File: src/rtl/layer0_patch_engine.sv
// layer0_patch_engine: per-pixel layer-0 conv sequencer (27 INT8 MACs + bias + LeakyReLU + requant per channel)
// Ports: start/scale kick one pixel; busy/done report progress;
//   w_*/a_* drive 1-cycle-latency weight/activation memories; b_* reads the channel bias;
//   out_valid/out_ready/out_ch/out_data stream one INT8 result per channel.
module layer0_patch_engine #(
  parameter int NUM_CH  = 4,
  parameter int K       = 27,
  parameter int SCALE_Q = 16,
  parameter int AW_W    = $clog2(NUM_CH*K),
  parameter int AW_A    = $clog2(K),
  parameter int AW_B    = $clog2(NUM_CH)
) (
  input  logic            clk,
  input  logic            rst_n,
  input  logic            start,
  input  logic [15:0]     scale,
  output logic            busy,
  output logic            done,
  output logic            w_rd_en,
  output logic [AW_W-1:0] w_addr,
  input  logic [7:0]      w_rdata,
  output logic            a_rd_en,
  output logic [AW_A-1:0] a_addr,
  input  logic [7:0]      a_rdata,
  output logic [AW_B-1:0] b_addr,
  input  logic [31:0]     b_rdata,
  output logic            out_valid,
  input  logic            out_ready,
  output logic [AW_B-1:0] out_ch,
  output logic [7:0]      out_data
);
  localparam int KW = $clog2(K+1);
  typedef enum logic [2:0] {S_IDLE, S_MAC, S_POST, S_REQ, S_OUT, S_FIN} state_t;
  state_t                  r_state;
  logic [AW_B-1:0]         r_ch;
  logic [KW-1:0]           r_k;
  logic signed [31:0]      r_acc, r_y;
  logic [15:0]             r_scale;
  logic                    r_busy, r_done, r_valid;
  logic [AW_B-1:0]         r_out_ch;
  logic [7:0]              r_out_data;
  logic                    w_rd;
  logic signed [15:0]      w_prod;
  logic signed [31:0]      w_x, w_leaky;
  logic signed [47:0]      w_y48, w_s48, w_p, w_r;
  logic [7:0]              w_sat;
  assign w_rd      = (r_state == S_MAC) && (r_k < KW'(K));
  assign w_rd_en   = w_rd;
  assign a_rd_en   = w_rd;
  assign w_addr    = w_rd ? AW_W'(int'(r_ch) * K + int'(r_k)) : '0;
  assign a_addr    = w_rd ? AW_A'(r_k) : '0;
  assign b_addr    = r_ch;
  assign busy      = r_busy;
  assign done      = r_done;
  assign out_valid = r_valid;
  assign out_ch    = r_out_ch;
  assign out_data  = r_out_data;
  assign w_prod    = $signed(w_rdata) * $signed(a_rdata);
  assign w_x       = r_acc + $signed(b_rdata);
  // LeakyReLU with slope 1/8 as an arithmetic shift (rounds toward -inf)
  assign w_leaky   = w_x[31] ? (w_x >>> 3) : w_x;
  assign w_y48     = {{16{r_y[31]}}, r_y};
  assign w_s48     = {32'd0, r_scale};
  assign w_p       = w_y48 * w_s48;
  assign w_r       = (w_p + (48'sd1 <<< (SCALE_Q-1))) >>> SCALE_Q;
  assign w_sat     = (w_r > 48'sd127) ? 8'h7f : (w_r < -48'sd128) ? 8'h80 : w_r[7:0];
  always_ff @(posedge clk or negedge rst_n) begin
    if (!rst_n) begin
      r_state    <= S_IDLE;
      r_ch       <= '0;
      r_k        <= '0;
      r_acc      <= '0;
      r_y        <= '0;
      r_scale    <= '0;
      r_busy     <= 1'b0;
      r_done     <= 1'b0;
      r_valid    <= 1'b0;
      r_out_ch   <= '0;
      r_out_data <= '0;
    end else begin
      case (r_state)
        S_IDLE: begin
          r_done <= 1'b0;
          if (start) begin
            r_scale <= scale;
            r_ch    <= '0;
            r_k     <= '0;
            r_acc   <= '0;
            r_busy  <= 1'b1;
            r_state <= S_MAC;
          end
        end
        S_MAC: begin
          // read data for address k-1 arrives during cycle k
          if (r_k != '0) r_acc <= r_acc + {{16{w_prod[15]}}, w_prod};
          r_k <= r_k + KW'(1);
          if (r_k == KW'(K)) r_state <= S_POST;
        end
        S_POST: begin
          r_y     <= w_leaky;
          r_state <= S_REQ;
        end
        S_REQ: begin
          r_out_data <= w_sat;
          r_out_ch   <= r_ch;
          r_valid    <= 1'b1;
          r_state    <= S_OUT;
        end
        S_OUT: begin
          if (out_ready) begin
            r_valid <= 1'b0;
            if (r_ch == AW_B'(NUM_CH-1)) begin
              r_done  <= 1'b1;
              r_busy  <= 1'b0;
              r_state <= S_FIN;
            end else begin
              r_ch    <= r_ch + AW_B'(1);
              r_k     <= '0;
              r_acc   <= '0;
              r_state <= S_MAC;
            end
          end
        end
        S_FIN: begin
          r_done  <= 1'b0;
          r_state <= S_IDLE;
        end
        default: r_state <= S_IDLE;
      endcase
    end
  end
endmodule

File: config.mk
export PLATFORM = sky130hd
export DESIGN_NAME = layer0_patch_engine
export DESIGN_NICKNAME = d
export VERILOG_FILES = /design/src/rtl/layer0_patch_engine.sv
export SDC_FILE = /design/constraint.sdc
export NUM_CORES = 2
export LEC_CHECK = 0
export BUFFER_PORTS_ARGS = -buffer_cell sky130_fd_sc_hd__buf_2
export CAP_MARGIN = 20
export CORE_MARGIN = 2
export CORE_UTILIZATION = 55
export CTS_BUF_LIST = sky130_fd_sc_hd__clkbuf_4
export CTS_CLUSTER_DIAMETER = 30
export DETAILED_ROUTE_END_ITERATION = 7
export GPL_TIMING_DRIVEN = 1
export PLACE_DENSITY = 0.72
export SLEW_MARGIN = 20
export SYNTH_ARGS = -nofsm -noshare
export SYNTH_HDL_FRONTEND = slang
export SYNTH_SLANG_ARGS = --single-unit
File: constraint.sdc
create_clock -name clk -period 14.45 [get_ports clk]
set_input_delay 2.89 -clock clk [delete_from_list [all_inputs] [get_ports clk]]
set_output_delay 2.89 -clock clk [all_outputs]
set_load 0.005 [all_outputs]
==> summary.md <==
| Metric | Value |
|---|---|
| Share of cells above drive strength 1 | 0.05765 |
| Async S/R FF share, synth | 1.000 |
| Synth warn | 0 |
| Final setup viols | 0 |
| CP max stage cell | fa_1 |
| Top Ports | 97 |
| Unrepaired setup endpoints after global routing | no |
| Slew HR | 0.2369 |
| Setup TNS Final | 0 ns |
| Cts bufs inserted | 9 |
| Die Area | roughly 53000 um^2 |
| Hold slack final | 0.5252 ns |
| Die Ht | 231.2 um |
| Status | complete, no violations |
| Final Critical Period | 8.981 ns |
| Synthesized area | around 28000 um^2 |
| Seq cells post-synth | 103 |
| CTS tree | built |
| EDFF count, synth | 0 |
| Max cap viols | 0 |
| # port buffers | 96 |
| CTS sink count | 103 |
| Final worst-path cycle share | 0.6215 |
| Final wirelength | 70.61 mm |
| Commonest cells after routing, fill and taps aside | inv_1 (728), fa_1 (543), and2_1 (355) |
| CP endpoint kind | register |
| Worst Path Required | 14.95 ns |
| R2R Setup Slk | ~5.5 ns |
| Avg Inst Size Synth | 8.775 um^2 |
| Post-DP Area | 29500 um^2 |
| Initial Util | 0.5543 |
| Hold buffers post-CTS | 0 |
| Via density | 5.522 |
| Max-slew violation count | 0 |
| Crit path kind | input pin to register |
| Buffer count from post-CTS setup fixing | 0 |
| Total track usage | 0.2821 |
| Largest net degree at the start of global routing | 75 |
| Worst-margin pin slew | 1.135 ns |
| Wirelength per Cell | 17.91 um |
| Commonest non-fill, non-tap cell in the layout | inv_1 |
| Core Area | 51200 um^2 |
| First-pass GRT wire length | 119.3 mm |
| Finished Core Util | 0.5795 |
| CP Data Arrival Time | 9.48 ns |
| Die Width | 231.2 um |
| Via count | 21770 |
| CP Max Fanout | 17 |
| Syn nets | 4086 |
| Worst Skew | 0.05947 ns |
| Critical Path Start Type | input pin |
| Dpl hpwl | between 50 and 60 mm |
| Fill cells | 4494 |
| Primary FF master, synth | dfrtp_1 |
| Register area share after synthesis | 0.09082 |
| Root Buffer | clkbuf_4 |
| Overflow after GRT | 0 |
| Htree depth | 3 |
| Max Buffers Root-to-Sink | 2 |
| Mapped Cells | 3234 |
| Max stage delay on crit path | between 0.5 and 0.6 ns |
| Post-route ant nets | 0 |
| Final net count | 4108 |
| FMAX | 0.1113 GHz |
| Placement Rows | 83 |
| HP Class | register to register |
| CP most frequent cell | a21oi_1 |
| Synth cell types | 82 |
| Gates resized, CTS repair | 0 |
| Clk slew on worst S/H paths | 0.20 ns |
| Final Cell Area | 29670 um^2 |
| P&R area growth vs syn | 4.541% |
| Hold Fails Final Rpt | 0 |
| Clk_lat worst skew | roughly 0.65 ns |
| DRC | 0 |
| RePlAce Congestion | 0.9052 |
| DR iter-0 viols | 1260 |
| First-pass DRT Iterations | 5 |
| Initial antenna violation count | 2 |
| Vias in the first global route | about 24000 |
-- critical path: cells and delay by family --
kind / cells / cell delay, ns
AOI/OAI and AO/OA: 15 / 2.61
adders and majority gates: 6 / 2.61
buffers and inverters: 7 / 0.68
and+or+nand+nor: 3 / 0.37
xor gates and xnor gates: 2 / 0.30
-- path summary, 6_finish.rpt --
kind	start	end	cells past startpoint
setup reg to reg	r_y[15]	out_data[6]	24
max in group asynchronous	rst_n	b_addr[0]	2
min in group asynchronous	rst_n	r_scale[7]	1
hold reg to reg	out_ch[0]	out_ch[0]	2
hold / removal	out_ch[0]	out_ch[0]	2
setup / recovery	w_rdata[6]	r_acc[30]	33
-- flip-flops by register name, indices dropped and copies added (netlist names) --
register / cells
b_addr: 2
r_state: 3
r_y: 32
r_acc: 32
out_ch: 2
done: 1
busy: 1
r_k: 5
r_scale: 16
out_data: 8
out_valid: 1
-- synthesized netlist by cell type (all sizes together) (16+ instances only) --
| cell type | n | area, um^2 |
|---|---|---|
| a21o | 37 | 277.8 |
| a21oi | 107 | 535.5 |
| and2 | 359 | 2251 |
| and3 | 16 | 111.4 |
| clkbuf | 110 | 424.2 |
| dfrtp | 103 | 2577 |
| fa | 543 | 10870 |
| ha | 241 | 3015 |
| inv | 728 | 2733 |
| mux2 | 16 | 180.2 |
| nand2 | 354 | 1329 |
| nand2b | 25 | 156.4 |
| nand3 | 37 | 185.2 |
| nor2 | 97 | 364.1 |
| nor2b | 19 | 118.9 |
| nor3 | 28 | 140.1 |
| o21a | 16 | 121.4 |
| o21ai | 89 | 449.2 |
| xnor2 | 69 | 604.3 |
| xor2 | 43 | 384.1 |
-- logic make-up after synthesis --
kind of cell | after synthesis | synth area share
multiplexers | 17 | 0.006701
flip-flops | 103 | 0.09082
AND/OR/NAND/NOR | 986 | 0.1771
adder cells (fa/ha/maj) | 784 | 0.4893
XOR/XNOR | 112 | 0.03483
buffers and inverters | 843 | 0.1123
AO/OA/AOI/OAI | 389 | 0.08897
-- stage by stage --
stage	worst slack, ns	std cells
floorplan	4.981	3234
finish	5.469	3942
detailed placement	4.842	3925
global route	4.996	3942
global placement	5.004	3925
CTS	5.541	3941
-- per-layer routing --
layer | vias to the layer above | wire length [um] | track usage
li1 | 9941 | - | -
met2 | 658 | 34440 | 0.4762
met5 | - | 0 | 0
met3 | 113 | 3879 | 0.03519
met1 | 11060 | 29990 | 0.3766
met4 | 0 | 2304 | 0.09859
-- final cells by class --
class	instances	area [um^2]	share of cell area
diodes	1	2.502	0.00008435
well taps	680	850.8	0.02868
clock buffers	9	67.56	0.002277
clock inverters	7	78.83	0.002657
flip-flops and latches	103	2577	0.08688
repair buffers	125	704.4	0.02374
multi-input cells	2288	22650	0.7635
inverters	729	2736	0.09223
Power is not shown: default switching activity piles up to over one toggle a cycle in this logic, so the estimate is an artifact.
